===== config.mk =====
export PLATFORM = sky130hd
export DESIGN_NAME = fetch_prefetch_unit
export DESIGN_NICKNAME = d
export VERILOG_FILES = /design/src/rtl/pipeline_pkg.sv /design/src/rtl/fetch_buffer.sv /design/src/rtl/fetch_prefetch_unit.sv
export SDC_FILE = /design/constraint.sdc
export NUM_CORES = 1
export LEC_CHECK = 0
export CAP_MARGIN = 40
export CORE_MARGIN = 3
export CORE_UTILIZATION = 55
export DETAILED_ROUTE_END_ITERATION = 12
export GPL_ROUTABILITY_DRIVEN = 0
export PLACE_DENSITY = 0.82
export SLEW_MARGIN = 20
export SYNTH_ARGS = -nofsm -noshare
export SYNTH_HDL_FRONTEND = slang
export SYNTH_HIERARCHICAL = 1
export SYNTH_SLANG_ARGS = --single-unit

===== constraint.sdc =====
create_clock -name clk -period 7.75 [get_ports clk]
set_input_delay 0.775 -clock clk [delete_from_list [all_inputs] [get_ports clk]]
set_output_delay 0.775 -clock clk [all_outputs]
set_load 0.005 [all_outputs]

===== src/rtl/pipeline_pkg.sv =====
// Shared fetch-path types and constants.
package pipeline_pkg;

   localparam int unsigned XLEN = 32;
   localparam logic [XLEN-1:0] NOP_INSTR = 32'h0000_0013;

   // One prefetch buffer slot: fetch PC, returned instruction, instruction present
   typedef struct packed {
      logic [XLEN-1:0] pc;
      logic [XLEN-1:0] instr;
      logic            filled;
   } fetch_entry_t;

endpackage


===== src/rtl/fetch_buffer.sv =====
// In-order prefetch ring: entries are allocated at request accept, filled by
// in-order responses and popped into the IF/ID register. Pointers carry one
// extra wrap bit so full and empty are distinguishable.
module fetch_buffer
   import pipeline_pkg::*;
#(
   parameter int unsigned DEPTH = 4
) (
   input  logic                    clk,
   input  logic                    rst,
   input  logic                    clear,
   input  logic                    alloc_en,
   input  logic [XLEN-1:0]         alloc_pc,
   input  logic                    fill_en,
   input  logic [XLEN-1:0]         fill_instr,
   input  logic                    pop_en,
   output logic                    full,
   output logic                    head_filled,
   output logic [XLEN-1:0]         head_pc,
   output logic [XLEN-1:0]         head_instr,
   output logic [$clog2(DEPTH):0]  outstanding
);

   localparam int unsigned AW = $clog2(DEPTH);
   localparam int unsigned PW = AW + 1;

   fetch_entry_t  ring_q [DEPTH];
   logic [PW-1:0] alloc_q;
   logic [PW-1:0] fill_q;
   logic [PW-1:0] head_q;
   logic [AW-1:0] alloc_idx;
   logic [AW-1:0] fill_idx;
   logic [AW-1:0] head_idx;

   assign alloc_idx   = alloc_q[AW-1:0];
   assign fill_idx    = fill_q[AW-1:0];
   assign head_idx    = head_q[AW-1:0];
   assign full        = (alloc_q - head_q) == PW'(DEPTH);
   assign outstanding = alloc_q - fill_q;
   assign head_filled = ring_q[head_idx].filled && (alloc_q != head_q);
   assign head_pc     = ring_q[head_idx].pc;
   assign head_instr  = ring_q[head_idx].instr;

   // Pointer and slot updates; clear drops every entry in one cycle
   always_ff @(posedge clk) begin
      if (rst || clear) begin
         alloc_q <= '0;
         fill_q  <= '0;
         head_q  <= '0;
         for (int unsigned i = 0; i < DEPTH; i++) begin
            ring_q[AW'(i)].filled <= 1'b0;
         end
      end else begin
         if (alloc_en) begin
            ring_q[alloc_idx].pc     <= alloc_pc;
            ring_q[alloc_idx].filled <= 1'b0;
            alloc_q                  <= alloc_q + PW'(1);
         end
         if (fill_en) begin
            ring_q[fill_idx].instr  <= fill_instr;
            ring_q[fill_idx].filled <= 1'b1;
            fill_q                  <= fill_q + PW'(1);
         end
         if (pop_en) begin
            head_q <= head_q + PW'(1);
         end
      end
   end

endmodule


===== src/rtl/fetch_prefetch_unit.sv =====
// Instruction fetch front end: sequential PC requests to a variable-latency
// memory, in-order prefetch buffer, stale-response drop on redirect, and the
// IF/ID register feeding decode.
module fetch_prefetch_unit
   import pipeline_pkg::*;
#(
   parameter int unsigned     DEPTH    = 4,
   parameter logic [XLEN-1:0] RESET_PC = 32'h0000_0000
) (
   input  logic            clk,
   input  logic            rst,
   input  logic            PCSrcE,
   input  logic [XLEN-1:0] PCTargetE,
   input  logic            StallD,
   output logic            imem_req_valid,
   input  logic            imem_req_ready,
   output logic [XLEN-1:0] imem_req_addr,
   input  logic            imem_rsp_valid,
   input  logic [XLEN-1:0] imem_rsp_data,
   output logic [XLEN-1:0] InstrD,
   output logic [XLEN-1:0] PCD,
   output logic [XLEN-1:0] PCPlus4D,
   output logic            ValidD
);

   localparam int unsigned PW = $clog2(DEPTH) + 1;

   logic [XLEN-1:0] pc_q;
   logic [PW-1:0]   drop_q;
   logic [PW-1:0]   drop_d;
   logic            full;
   logic            head_filled;
   logic [XLEN-1:0] head_pc;
   logic [XLEN-1:0] head_instr;
   logic [PW-1:0]   outstanding;
   logic            req_fire_c;
   logic            rsp_keep_c;
   logic            rsp_drop_c;
   logic            rsp_counted_c;
   logic            pop_c;

   // Request is combinational so it can be withdrawn on redirect/reset only
   assign imem_req_valid = !rst && !PCSrcE && !full;
   assign imem_req_addr  = pc_q;
   assign req_fire_c     = imem_req_valid && imem_req_ready;

   assign rsp_drop_c    = imem_rsp_valid && (drop_q != '0);
   assign rsp_keep_c    = imem_rsp_valid && (drop_q == '0) && (outstanding != '0) && !PCSrcE;
   assign rsp_counted_c = imem_rsp_valid && ((drop_q != '0) || (outstanding != '0));
   assign pop_c         = !PCSrcE && !StallD && head_filled;

   fetch_buffer #(
      .DEPTH (DEPTH)
   ) u_buffer (
      .clk         (clk),
      .rst         (rst),
      .clear       (PCSrcE),
      .alloc_en    (req_fire_c),
      .alloc_pc    (pc_q),
      .fill_en     (rsp_keep_c),
      .fill_instr  (imem_rsp_data),
      .pop_en      (pop_c),
      .full        (full),
      .head_filled (head_filled),
      .head_pc     (head_pc),
      .head_instr  (head_instr),
      .outstanding (outstanding)
   );

   // Responses still owed by memory for squashed requests; a response arriving
   // in the redirect cycle itself is already accounted for
   always_comb begin
      drop_d = drop_q;
      if (PCSrcE) begin
         drop_d = drop_q + outstanding - PW'(rsp_counted_c);
      end else if (rsp_drop_c) begin
         drop_d = drop_q - PW'(1);
      end
   end

   // Fetch PC and drop counter
   always_ff @(posedge clk) begin
      if (rst) begin
         pc_q   <= RESET_PC;
         drop_q <= '0;
      end else begin
         drop_q <= drop_d;
         if (PCSrcE) begin
            pc_q <= PCTargetE;
         end else if (req_fire_c) begin
            pc_q <= pc_q + XLEN'(4);
         end
      end
   end

   // IF/ID register: redirect bubbles, stall holds, else pop or bubble
   always_ff @(posedge clk) begin
      if (rst) begin
         InstrD   <= NOP_INSTR;
         PCD      <= '0;
         PCPlus4D <= '0;
         ValidD   <= 1'b0;
      end else if (PCSrcE) begin
         InstrD <= NOP_INSTR;
         ValidD <= 1'b0;
      end else if (!StallD) begin
         if (head_filled) begin
            InstrD   <= head_instr;
            PCD      <= head_pc;
            PCPlus4D <= head_pc + XLEN'(4);
            ValidD   <= 1'b1;
         end else begin
            InstrD <= NOP_INSTR;
            ValidD <= 1'b0;
         end
      end
   end

   // Squashed responses never exceed the buffer depth
   a_drop_bound : assert property (@(posedge clk) disable iff (rst)
      drop_q <= PW'(DEPTH));

   // Every response must belong to an outstanding or squashed request
   a_rsp_expected : assert property (@(posedge clk) disable iff (rst)
      imem_rsp_valid |-> ((drop_q != '0) || (outstanding != '0)));

endmodule


Word level (Yosys, flattened, before mapping)
Memories as Yosys holds them, arrays and structs flattened. A register that Yosys moved wholly into a read port is not among the register bits.
Index checks and enable logic that the tools add are counted.
Storage, ports and cells
  register bits: 141
  memory bits (writable): 260
  input bits: 70
  output and inout bits: 130
  logic and storage cells: 72
  memories kept: 1
Operators by class
  $add $sub $neg: 10
  equality and inequality tests: 2
  multiplexer cells: 22
  bitwise operators: 2
  reductions and logical operators: 26
Memory list
  u_buffer.ring_q: words 4, bits a word 65, read ports 1, clocked after memory_dff 1, write ports 4, RTL line fetch_buffer.sv:27  | fetch_entry_t ring_q [DEPTH];
Operators with widths (number)
  2-to-1 mux 65 bit: 2
  OR reduction 65 bit: 2
  2-to-1 mux 32 bit: 3
  adder 32 x 3 -> 32 bit (second input constant): 2
  2-to-1 mux 3 bit: 4
  logical AND 1 bit: 11
  adder 3 x 1 -> 3 bit (second input constant): 3
  2-to-1 mux 1 bit: 9
  2-to-1 mux 2 bit: 4
  nonzero test 3 bit: 2
  subtractor 3 bit: 2
  logical NOT 1 bit: 4
  nonzero test 2 bit: 2
  adder 3 bit: 1
  == test 3 bit (second input constant): 1
  logical NOT 3 bit: 1
  inequality test 3 bit: 1
  AND reduction 3 bit: 1
  subtractor 3 x 1 -> 3 bit: 1
  subtractor 3 x 1 -> 3 bit (second input constant): 1
  logical OR 1 bit: 2
  inverter 1 bit: 2
  OR reduction 2 bit: 1

Longest topological paths before layout
Gate-level depths: netlist of run 1.
  word-level depth: 10
  gate-level depth with buffers: 15
  mapped depth without buffers: 15

Modules after synthesis
Netlist of run 1, hierarchy kept.
By module, submodules not included
  fetch_buffer: instances 1, cells an instance 422, area an instance 10018.4 um^2, seq. area each 7987.7 um^2
  fetch_prefetch_unit: instances 1, cells an instance 727, area an instance 6105.9 um^2, seq. area each 2602.5 um^2

Worst setup path before layout of run 1
OpenSTA, ideal clock, no wires.
  path kind: register to register
  from: reg u_buffer.alloc_q[0]
  to: mem u_buffer/ring_q[0][33] (netlist name), enable pin
  library setup time: 0.461 ns
  arrival time: 4.043 ns
  required time: 7.289 ns
  path slack: 3.246 ns
  stages on the path, launching flop included: 12
  buffers on the path: 2
  clock period less this slack: 4.504 ns
  cells stage by stage: dfxtp_1 -> inv_1 -> ha_1 -> nor2b_1 -> xnor2_1 -> nor2_1 -> or4b_1 -> buf_6 -> clkinv_8 -> buf_8 -> nand2b_1 -> nor3_1
RTL lines
  from (decl): RTL line fetch_buffer.sv:28  | logic [PW-1:0] alloc_q;
  from (signal assigned): RTL line fetch_buffer.sv:57  | alloc_q <= alloc_q + PW'(1);
  to (decl): RTL line fetch_buffer.sv:27

Worst setup path after layout of run 1
  from: in rst
  to: out imem_req_valid
On the way
  word-level cells in the longest chain between the ends: 3
RTL lines
  from (decl): RTL line fetch_prefetch_unit.sv:11  | input logic rst,
  logical NOT 1 bit: RTL line fetch_prefetch_unit.sv:43  | assign imem_req_valid = !rst && !PCSrcE && !full;
  logical AND 1 bit (2 in a row): RTL line fetch_prefetch_unit.sv:43
  to (decl): RTL line fetch_prefetch_unit.sv:15  | output logic imem_req_valid,
No other way between the ends.

==> results of run 1 <==
## registers in the layout, summed over array words and instances, names as in the netlist, named ones only
name / flops
PCD: 32
imem_req_addr: 32
u_buffer/fill_q: 3
ValidD: 1
InstrD: 32
u_buffer/head_q: 3
PCPlus4D: 30
u_buffer/ring_q: 260
u_buffer/alloc_q: 3
drop_q: 3
## cells in the final DEF (no fill, tap or decap), drive strengths merged, types with 4 or more instances in the layout
master / Yosys / layout
nand4: 26 / 26
a311oi: 16 / 16
ha: 16 / 16
mux2i: 5 / 5
and4: 14 / 14
dfxtp: 145 / 145
inv: 26 / 29
and3: 7 / 7
a21oi: 45 / 45
o31ai: 10 / 10
or4: 12 / 12
edfxtp: 256 / 256
clkbuf: 47 / 55
buf: 27 / 22
o31a: 4 / 4
or3: 8 / 8
xnor2: 18 / 18
a22oi: 29 / 29
mux4: 65 / 65
nand2: 107 / 107
a211oi: 26 / 26
nor2: 92 / 92
clkdlybuf4s50: 0 / 198
clkinv: 2 / 17
xor2: 12 / 12
nor3: 16 / 16
nand2b: 6 / 6
o21ai: 16 / 16
nor4: 18 / 18
nand3: 29 / 29
a31oi: 6 / 6
## cells in the mapped netlist (all sizes together), types with 18 or more instances
library cell	instances
nor2	92
dfxtp	145
nand2	107
mux4	65
nand4	26
nand3	29
a22oi	29
inv	26
clkbuf	47
a21oi	45
nor4	18
edfxtp	256
buf	27
a211oi	26
xnor2	18
## per-layer routing
metal / vias to the layer above / share of wire [%]
met4: 4 / 3.1
met3: 103 / 8.9
met1: 5221 / 38
met2: 515 / 49
met5: - / 0.080
li1: 4815 / -
## metrics by stage
step | area (sq um) | total power [mW]
2_1_floorplan | 16100 | 2.45
3_3_place_gp | 18400 | 2.55
3_5_place_dp | 18500 | 2.56
4_1_cts | 19800 | 4.37
5_1_grt | 19800 | 4.47
6_report | 19800 | 4.34
## cell families (layout without fill, tap and decap cells)
group | Yosys count | count (layout) | share of synthesized area [%]
DFF | 401 | 401 | 65.7
and+or+nand+nor | 349 | 349 | 10.9
buffers and inverters | 102 | 323 | 3.08
AOI/OAI and AO/OA | 178 | 178 | 7.69
xor gates and xnor gates | 31 | 31 | 1.78
muxes | 70 | 70 | 9.39
adders and majority gates | 18 | 18 | 1.49
## worst register-to-register path, stage by stage (launching register included)
cell     delay [ps]
dfxtp_1         500
inv_1           190
fa_1            470
xnor2_1         210
xnor2_1         190
o31ai_1         120
nor3_1          640
nand2_1         290
nor2_4          550
buf_16          240
## layout make-up
class                   instances  area [sq um]
flip-flops and latches        401         10600
well taps                     384           480
fillers                      1873          8970
clock buffers                  54          1120
inverters                      28           118
repair buffers                221          2260
multi-input cells             646          5090
clock inverters                20           130
## final timing paths
path / slack [ps] / endpoint / startpoint / cells after the start
setup reg to reg: 4070 / u_buffer/ring_q[3][14]$_DFFE_PP_ / u_buffer/alloc_q[1]$_SDFFE_PP0P_ / 9
hold reg to reg: 460 / PCD[24]$_SDFFE_PP0P_ / PCD[24]$_SDFFE_PP0P_ / 2
hold / removal: 460 / PCD[24]$_SDFFE_PP0P_ / PCD[24]$_SDFFE_PP0P_ / 2
setup / recovery: 3760 / imem_req_valid / rst / 6
## report_power, final
group	switching, mW	internal, mW	total (mW)
Combinational	0.0977	0.0942	0.192
Clock	0.775	1.06	1.83
Sequential	0.0341	2.29	2.32
Total	0.906	3.44	4.34
==> flow_metrics.py, run 1 <==
metrics = {
    "synthesis": {
        "synth-seq-area-share_pct": 65.7,
        "syn-num-nets": 1237,
        "synth_area_sq_um": 16100,
        "yosys_warnings": 6,
        "synth_edf_count": 256,
        "synth_cell_types": 70,
        "yosys-top-cells-area": "edfxtp_1, dfxtp_1, mux4_2",
        "synth-async-reset-ratio_pct": 0,
        "yosysTopAreaCell": "edfxtp_1",
        "synth_ff_type": "edfxtp_1",
        "netlist_instances": 1149,
        "avgSynthCellArea_sq_um": 14.0,
        "synth_top_area_share_pct": 47.7,
        "synth_seq_cells": 401,
    },
    "detailed_routing": {
        "wl_microns": 37400,
        "routedWlPerCell_microns": 21.3,
        "viasPerCell": 6.08,
        "drc": 0,
        "first_pass_iters": 5,
        "vias": 10700,
        "ant_nets": 0,
        "drt_iter0_drc": 1091,
    },
    "placed_design": {
        "dp_cells": 1678,
        "hpwl_microns": 24800,
        "portBuffers": 199,
        "post-place-ws_ps": 3840,
    },
    "clock_tree": {
        "root_buffer": "clkbuf_16",
        "clockBufferDepth": 3,
        "cts_max_level": 2,
        "insertion_delay_ps": 530,
        "clkSinkCount": 401,
        "cts_tree": "yes",
        "post-cts-setup-buffers": 0,
        "cts-resized-gates": 0,
        "numCtsBuffers": 40,
        "clk_pin_slew_ps": 60,
        "cts_hold_buf": 0,
    },
    "die": {
        "pin_count": 200,
        "dieArea_sq_um": 31400,
        "start_util_pct": 56.0,
        "die_h_microns": 177,
        "fp.dieW_microns": 177,
        "core_sq_um": 28800,
        "std_cell_rows": 62,
    },
    "timing": {
        "tightestPinTransition_ps": 843,
        "setup_ws_ps": 3760,
        "drv_slew": 0,
        "fin_setup_tns_ps": 0,
        "setup_viol": 0,
        "final_hold_viol_count": 0,
        "clock_skew_ps": 15.5,
        "max_freq_mhz": 250,
        "relSlewSlack_pct": 43.8,
        "worst_hold_slack_ps": 456,
        "fin_crit_sh_pct": 51.5,
        "finalCriticalPeriod_ps": 3990,
        "rsz0062_at_grt": "false",
    },
    "run": {
        "cap_viol_max_count": 0,
    },
    "finish": {
        "stdcell_count": 1754,
        "diodes": 0,
        "final_util_pct": 68.8,
        "area_growth_syn_to_layout_pct": 22.8,
        "layout-drive-gt1-share_pct": 12.6,
        "finalNetCount": 1426,
    },
    "global_route": {
        "first_global_vias": 10500,
        "grtUsageMet2_pct": 40.1,
        "met1_usage_pct": 30.3,
        "antenna_found_initial": 2,
        "grtUsageMet3_pct": 5.62,
        "overflow": 0,
        "grt_start_max_net_pins": 85,
        "grt_util_all_layers_pct": 23.6,
        "grt-busiest-layer": "met2",
        "grt_pass1_wl_microns": 57700,
    },
    "critical_path": {
        "cp_top_family": "buffers and inverters",
        "cp_max_fo": 76,
        "crit_buf_inv": 4,
        "worstSetupPathType": "primary input to primary output",
        "crit_required_ps": 6970,
        "worstPathArrival_ps": 3220,
        "cp-start-kind": "primary input",
        "slowest_delay_ps": 700,
        "cp_slowest_cell": "buf_4",
        "cp-end-kind": "primary output",
        "cp_cell_sequence": "buf_2 > buf_4 > inv_1 > nand2_1 > nor2_1 > clkdlybuf4s50_1",
    },
    "run_status": {
        "status": "complete, no violations",
    },
    "pwr": {
        "power_leakage_nw": 6.32,
        "p_per_area_nw_per_um2": 219,
        "peakVddDrop_v": 0.000233,
    },
    "min_path": {
        "hold_class": "flip-flop to flip-flop",
    },
}
No activity file was read; power rests on OpenSTA's default activity.
==> inputs of run 2 (changes only) <==
clock period = 3.9 ns   (was 7.75 ns; I/O delays follow)
==> flow_metrics.py, run 2 (synthesized netlist as in run 1, its figures left out) <==
metrics = {
    "detailed_routing": {
        "wl_microns": 37500,
        "vias": 10600,
        "drt_iter0_drc": 1066,
        "routedWlPerCell_microns": 21.3,
        "viasPerCell": 6.00,
        "first_pass_iters": 5,
        "drc": 0,
        "ant_nets": 0,
    },
    "clock_tree": {
        "cts_tree": "yes",
        "root_buffer": "clkbuf_16",
        "cts_max_level": 2,
        "insertion_delay_ps": 540,
        "post-cts-setup-buffers": 0,
        "clkSinkCount": 401,
        "clockBufferDepth": 3,
        "clk_pin_slew_ps": 60,
        "numCtsBuffers": 40,
        "cts-resized-gates": 0,
        "cts_hold_buf": 0,
    },
    "pwr": {
        "p_int_mw": 7.15,
        "peakVddDrop_v": 0.000478,
        "p_switching_mw": 1.84,
        "p_per_area_nw_per_um2": 451,
        "seqPwrFrac_pct": 51.4,
        "pwr-share-clk_pct": 44.4,
        "p_sw_share_pct": 20.4,
        "power_leakage_nw": 6.39,
        "combPwrFrac_pct": 4.2,
    },
    "die": {
        "std_cell_rows": 62,
        "pin_count": 200,
        "core_sq_um": 28800,
        "start_util_pct": 56.0,
        "die_h_microns": 177,
        "fp.dieW_microns": 177,
        "dieArea_sq_um": 31400,
    },
    "critical_path": {
        "regToRegSetupSlack_ps": 450,
        "crit_required_ps": 4300,
        "worstSetupPathType": "flip-flop to flip-flop",
        "cp_max_fo": 8,
        "worstPathArrival_ps": 3850,
        "rr_worst_depth": 14,
        "cp-start-kind": "flip-flop",
        "cp-end-kind": "flip-flop",
    },
    "global_route": {
        "grt_util_all_layers_pct": 23.8,
        "antenna_found_initial": 3,
        "overflow": 0,
        "grt_start_max_net_pins": 74,
        "grt_pass1_wl_microns": 57900,
        "first_global_vias": 10400,
    },
    "finish": {
        "top_register": "u_buffer/ring_q",
        "layout_commonest_cell": "edfxtp_1",
        "diodes": 0,
        "area_growth_syn_to_layout_pct": 23.7,
        "largest_reg_flops": 260,
        "final_util_pct": 69.3,
        "stdcell_count": 1759,
        "layout-drive-gt1-share_pct": 13.2,
        "final_cell_mix": "edfxtp_1, clkdlybuf4s50_1, dfxtp_1",
        "finalNetCount": 1432,
    },
    "run": {
        "cap_viol_max_count": 0,
    },
    "run_status": {
        "status": "complete, no violations",
    },
    "timing": {
        "max_freq_mhz": 290,
        "final_hold_viol_count": 0,
        "finalCriticalPeriod_ps": 3450,
        "clock_skew_ps": 27.0,
        "fin_setup_tns_ps": 0,
        "drv_slew": 0,
        "fin_crit_sh_pct": 88.4,
        "tightestPinTransition_ps": 783,
        "rsz0062_at_grt": "false",
        "setup_ws_ps": 451,
        "setup_viol": 0,
        "relSlewSlack_pct": 47.7,
        "worst_hold_slack_ps": 205,
    },
    "min_path": {
        "hold-path-cell-count": 3,
        "hold_class": "primary input to flip-flop",
    },
    "placed_design": {
        "hpwl_microns": 24200,
        "dp_cells": 1686,
        "portBuffers": 199,
        "post-place-ws_ps": 464,
    },
}
## run 2: cell count changes in the layout (fill, tap and decap cells not counted), moves of 2 or more
| cell | change |
|---|---|
| buf_4 | +11 |
| bufinv_16 | +5 |
| clkinv_1 | -4 |
| clkinv_2 | -3 |
| buf_16 | -2 |
| buf_2 | -2 |
| clkinv_4 | +2 |
| clkinvlp_4 | +2 |
| inv_6 | -2 |
| nor3_2 | -2 |
| nor3_4 | +2 |
## run 2: worst max-delay path: stages, from the launching register on
cell and delay [ps]:
dfxtp_1 530, inv_1 220, fa_1 470, xnor2_1 140
xnor2_1 160, o31ai_1 270, nand2_1 90, ha_1 270
inv_1 40, ha_1 180, fa_1 370, xor3_1 200
a32oi_1 180, xor2_1 160, nor2_1 50
## run 2: stage by stage
stage | power (mW) | instance area [sq um]
global placement | 5.07 | 18500
floorplan | 4.87 | 16100
global route | 9.26 | 19900
finish | 8.99 | 19900
CTS | 9.05 | 19900
detailed placement | 5.09 | 18600
## run 2: power by group through the flow
| stage | Sequential [mW] | Combinational, mW | Clock [mW] |
|---|---|---|---|
| 3_5_place_dp | 4.71 | 0.378 | 0 |
| 5_1_grt | 4.62 | 0.417 | 4.22 |
| 6_report | 4.62 | 0.379 | 3.99 |
| 3_3_place_gp | 4.70 | 0.365 | 0 |
| 4_1_cts | 4.62 | 0.381 | 4.05 |
| 2_1_floorplan | 4.68 | 0.189 | 0 |
## run 2: cell type report
class | count | area (sq um)
Inverter | 28 | 118
Clock inverter | 21 | 282
Sequential cell | 401 | 10600
Tap cell | 384 | 480
Timing Repair Buffer | 227 | 2260
Fill cell | 1881 | 8830
Multi-Input combinational cell | 646 | 5100
Clock buffer | 52 | 1110
## run 2: worst paths after layout
check / start / to
worst min-delay path: rst / InstrD[1]$_SDFFE_PP1N_
worst max register to register: u_buffer/alloc_q[1]$_SDFFE_PP0P_ / drop_q[2]$_SDFFE_PP0P_
worst max-delay path: u_buffer/alloc_q[1]$_SDFFE_PP0P_ / drop_q[2]$_SDFFE_PP0P_
worst min register to register: PCD[3]$_SDFFE_PP0P_ / PCD[3]$_SDFFE_PP0P_
## run 2: per-layer routing
| metal | share of wire (%) | vias up | global-route usage [%] |
|---|---|---|---|
| li1 | - | 4838 | - |
| met1 | 38 | 5164 | 30.8 |
| met2 | 50 | 472 | 40.3 |
| met3 | 9.1 | 82 | 5.56 |
| met4 | 2.6 | 6 | 7.20 |
| met5 | 0.11 | - | 0 |
==> inputs of run 3 (changes only) <==
HOLD_SLACK_MARGIN = 0.15   (was not set)
SETUP_SLACK_MARGIN = 0.3   (was not set)
==> flow_metrics.py, run 3 (synthesized netlist as in run 1, its figures left out) <==
metrics = {
    "run_status": {
        "status": "complete, no violations",
    },
    "min_path": {
        "hold_class": "primary input to flip-flop",
        "hold-path-cell-count": 2,
    },
    "finish": {
        "final_cell_mix": "edfxtp_1, clkdlybuf4s50_1, dfxtp_1",
        "multiInputGateArea_sq_um": 5100,
        "area_growth_syn_to_layout_pct": 23.0,
        "layout-drive-gt1-share_pct": 13.1,
        "diodes": 0,
        "layout_commonest_cell": "edfxtp_1",
        "fillers": 1921,
        "fin_area_sq_um": 19800,
        "register_area_sq_um": 10600,
        "final_util_pct": 68.9,
        "finalNetCount": 1428,
        "largest_reg_flops": 260,
        "top_register": "u_buffer/ring_q",
    },
    "placed_design": {
        "portBuffers": 199,
        "dpl-instance-area_sq_um": 18500,
        "hpwl_microns": 24300,
    },
    "critical_path": {
        "cp_max_fo": 5,
        "cp-start-kind": "flip-flop",
        "cp_slowest_cell": "dfxtp_1",
        "worstSetupPathType": "flip-flop to flip-flop",
        "crit_buf_inv": 2,
        "crit_required_ps": 4270,
        "cp_top_family": "adder cells",
        "cp_cell_sequence": "inv_1 > ha_1 > fa_1 > xnor2_1 > xnor2_1 > o31ai_1 > nand2_1 > ha_1 > inv_1 > ha_1 > fa_1 > xor3_1 > a32oi_1 > xor2_1 > nor2_1",
        "worstPathArrival_ps": 3740,
        "crit_path_frequent_cell": "ha_1",
        "cp-end-kind": "flip-flop",
        "rr_worst_depth": 15,
        "path_depth": 15,
        "slowest_delay_ps": 390,
    },
    "detailed_routing": {
        "drt_iter0_drc": 1121,
        "viasPerCell": 6.01,
        "ant_nets": 0,
        "drc": 0,
        "wl_microns": 37700,
        "first_pass_iters": 5,
        "vias": 10500,
        "routedWlPerCell_microns": 21.5,
    },
    "die": {
        "fp.dieW_microns": 177,
        "core_sq_um": 28800,
        "pin_count": 200,
        "die_h_microns": 177,
        "start_util_pct": 56.0,
        "dieArea_sq_um": 31400,
        "std_cell_rows": 62,
    },
    "global_route": {
        "antenna_found_initial": 1,
        "overflow": 0,
        "grt_pass1_wl_microns": 58000,
        "grt_util_all_layers_pct": 23.8,
        "first_global_vias": 10400,
        "grt_start_max_net_pins": 81,
    },
    "timing": {
        "drv_slew": 0,
        "final_hold_viol_count": 0,
        "clock_skew_ps": 18.9,
        "fin_crit_sh_pct": 86.6,
        "fin_setup_tns_ps": 0,
        "rsz0062_at_grt": "false",
        "setup_viol": 0,
        "tightestPinTransition_ps": 873,
        "relSlewSlack_pct": 41.8,
        "finalCriticalPeriod_ps": 3380,
        "max_freq_mhz": 296,
    },
    "pwr": {
        "finalPower_mw": 8.77,
        "power_leakage_nw": 6.34,
        "combPwrFrac_pct": 4.4,
        "seqPwrFrac_pct": 52.7,
        "p_switching_mw": 1.84,
        "p_int_mw": 6.93,
        "pwr-share-clk_pct": 43.0,
        "p_sw_share_pct": 21.0,
        "peakVddDrop_v": 0.000419,
        "p_per_area_nw_per_um2": 442,
    },
    "clock_tree": {
        "clk_pin_slew_ps": 60,
        "clockBufferDepth": 3,
        "cts_tree": "yes",
        "clkSinkCount": 401,
        "insertion_delay_ps": 530,
        "numCtsBuffers": 39,
        "root_buffer": "clkbuf_16",
        "cts_max_level": 2,
    },
    "run": {
        "cap_viol_max_count": 0,
    },
}
[run 3: changes by cell type in the layout (fill, tap and decap cells not counted), sizes merged]
| cell | delta |
|---|---|
| clkinv | +4 |
| bufinv | -2 |
| buf | -3 |
| clkbuf | -4 |
| inv | +1 |
[run 3: cell type report]
type,count,area share [%]
tap,384,2.42
sequential,401,53.4
clock inverter,24,1.31
multi-input combinational,646,25.7
timing repair buffer,224,11.3
clock buffer,48,5.25
inverter,28,0.593
[run 3: repair_timing]
| item | CTS | global route |
|---|---|---|
| gates resized for setup | 0 | 1 |
| endpoints found under the setup margin | 0 | 1 |
| hold endpoints to repair | 0 | 0 |
| hold buffers | 0 | 0 |
| buffers inserted | 0 | 0 |
[run 3: through the flow]
| stage | setup slack (ps) | hold slack, ps | std cells |
|---|---|---|---|
| global placement | 520 | 443 | 1680 |
| CTS | 411 | 169 | 1755 |
| finish | 524 | 193 | 1755 |
| global route | 333 | 177 | 1755 |
| floorplan | -604 | 451 | 1149 |
| detailed placement | 416 | 448 | 1683 |
[run 3: final timing paths]
check                              startpoint                       endpoint  slack (ps)
max          u_buffer/alloc_q[0]$_SDFFE_PP0P_         drop_q[2]$_SDFFE_PP0P_         520
min                                       rst  imem_req_addr[2]$_SDFFE_PP0N_         190
max reg2reg  u_buffer/alloc_q[0]$_SDFFE_PP0P_         drop_q[2]$_SDFFE_PP0P_         520
min reg2reg               PCD[5]$_SDFFE_PP0P_            PCD[5]$_SDFFE_PP0P_         460
[run 3: layer usage]
metal  share of wire (%)  up-vias  GRT usage [%]
met5               0.053        -              0
met4                 2.5        2           7.23
met3                 9.0       71           5.32
met2                  49      483           39.8
met1                  39     5170           31.4
li1                    -     4818              -
[run 3: power by group through the flow]
| stage | registers (mW) | clock network, mW | logic [mW] |
|---|---|---|---|
| 2_1_floorplan | 4.68 | 0 | 0.189 |
| 3_3_place_gp | 4.70 | 0 | 0.368 |
| 3_5_place_dp | 4.71 | 0 | 0.381 |
| 4_1_cts | 4.62 | 3.83 | 0.384 |
| 5_1_grt | 4.62 | 4.00 | 0.417 |
| 6_report | 4.62 | 3.77 | 0.383 |
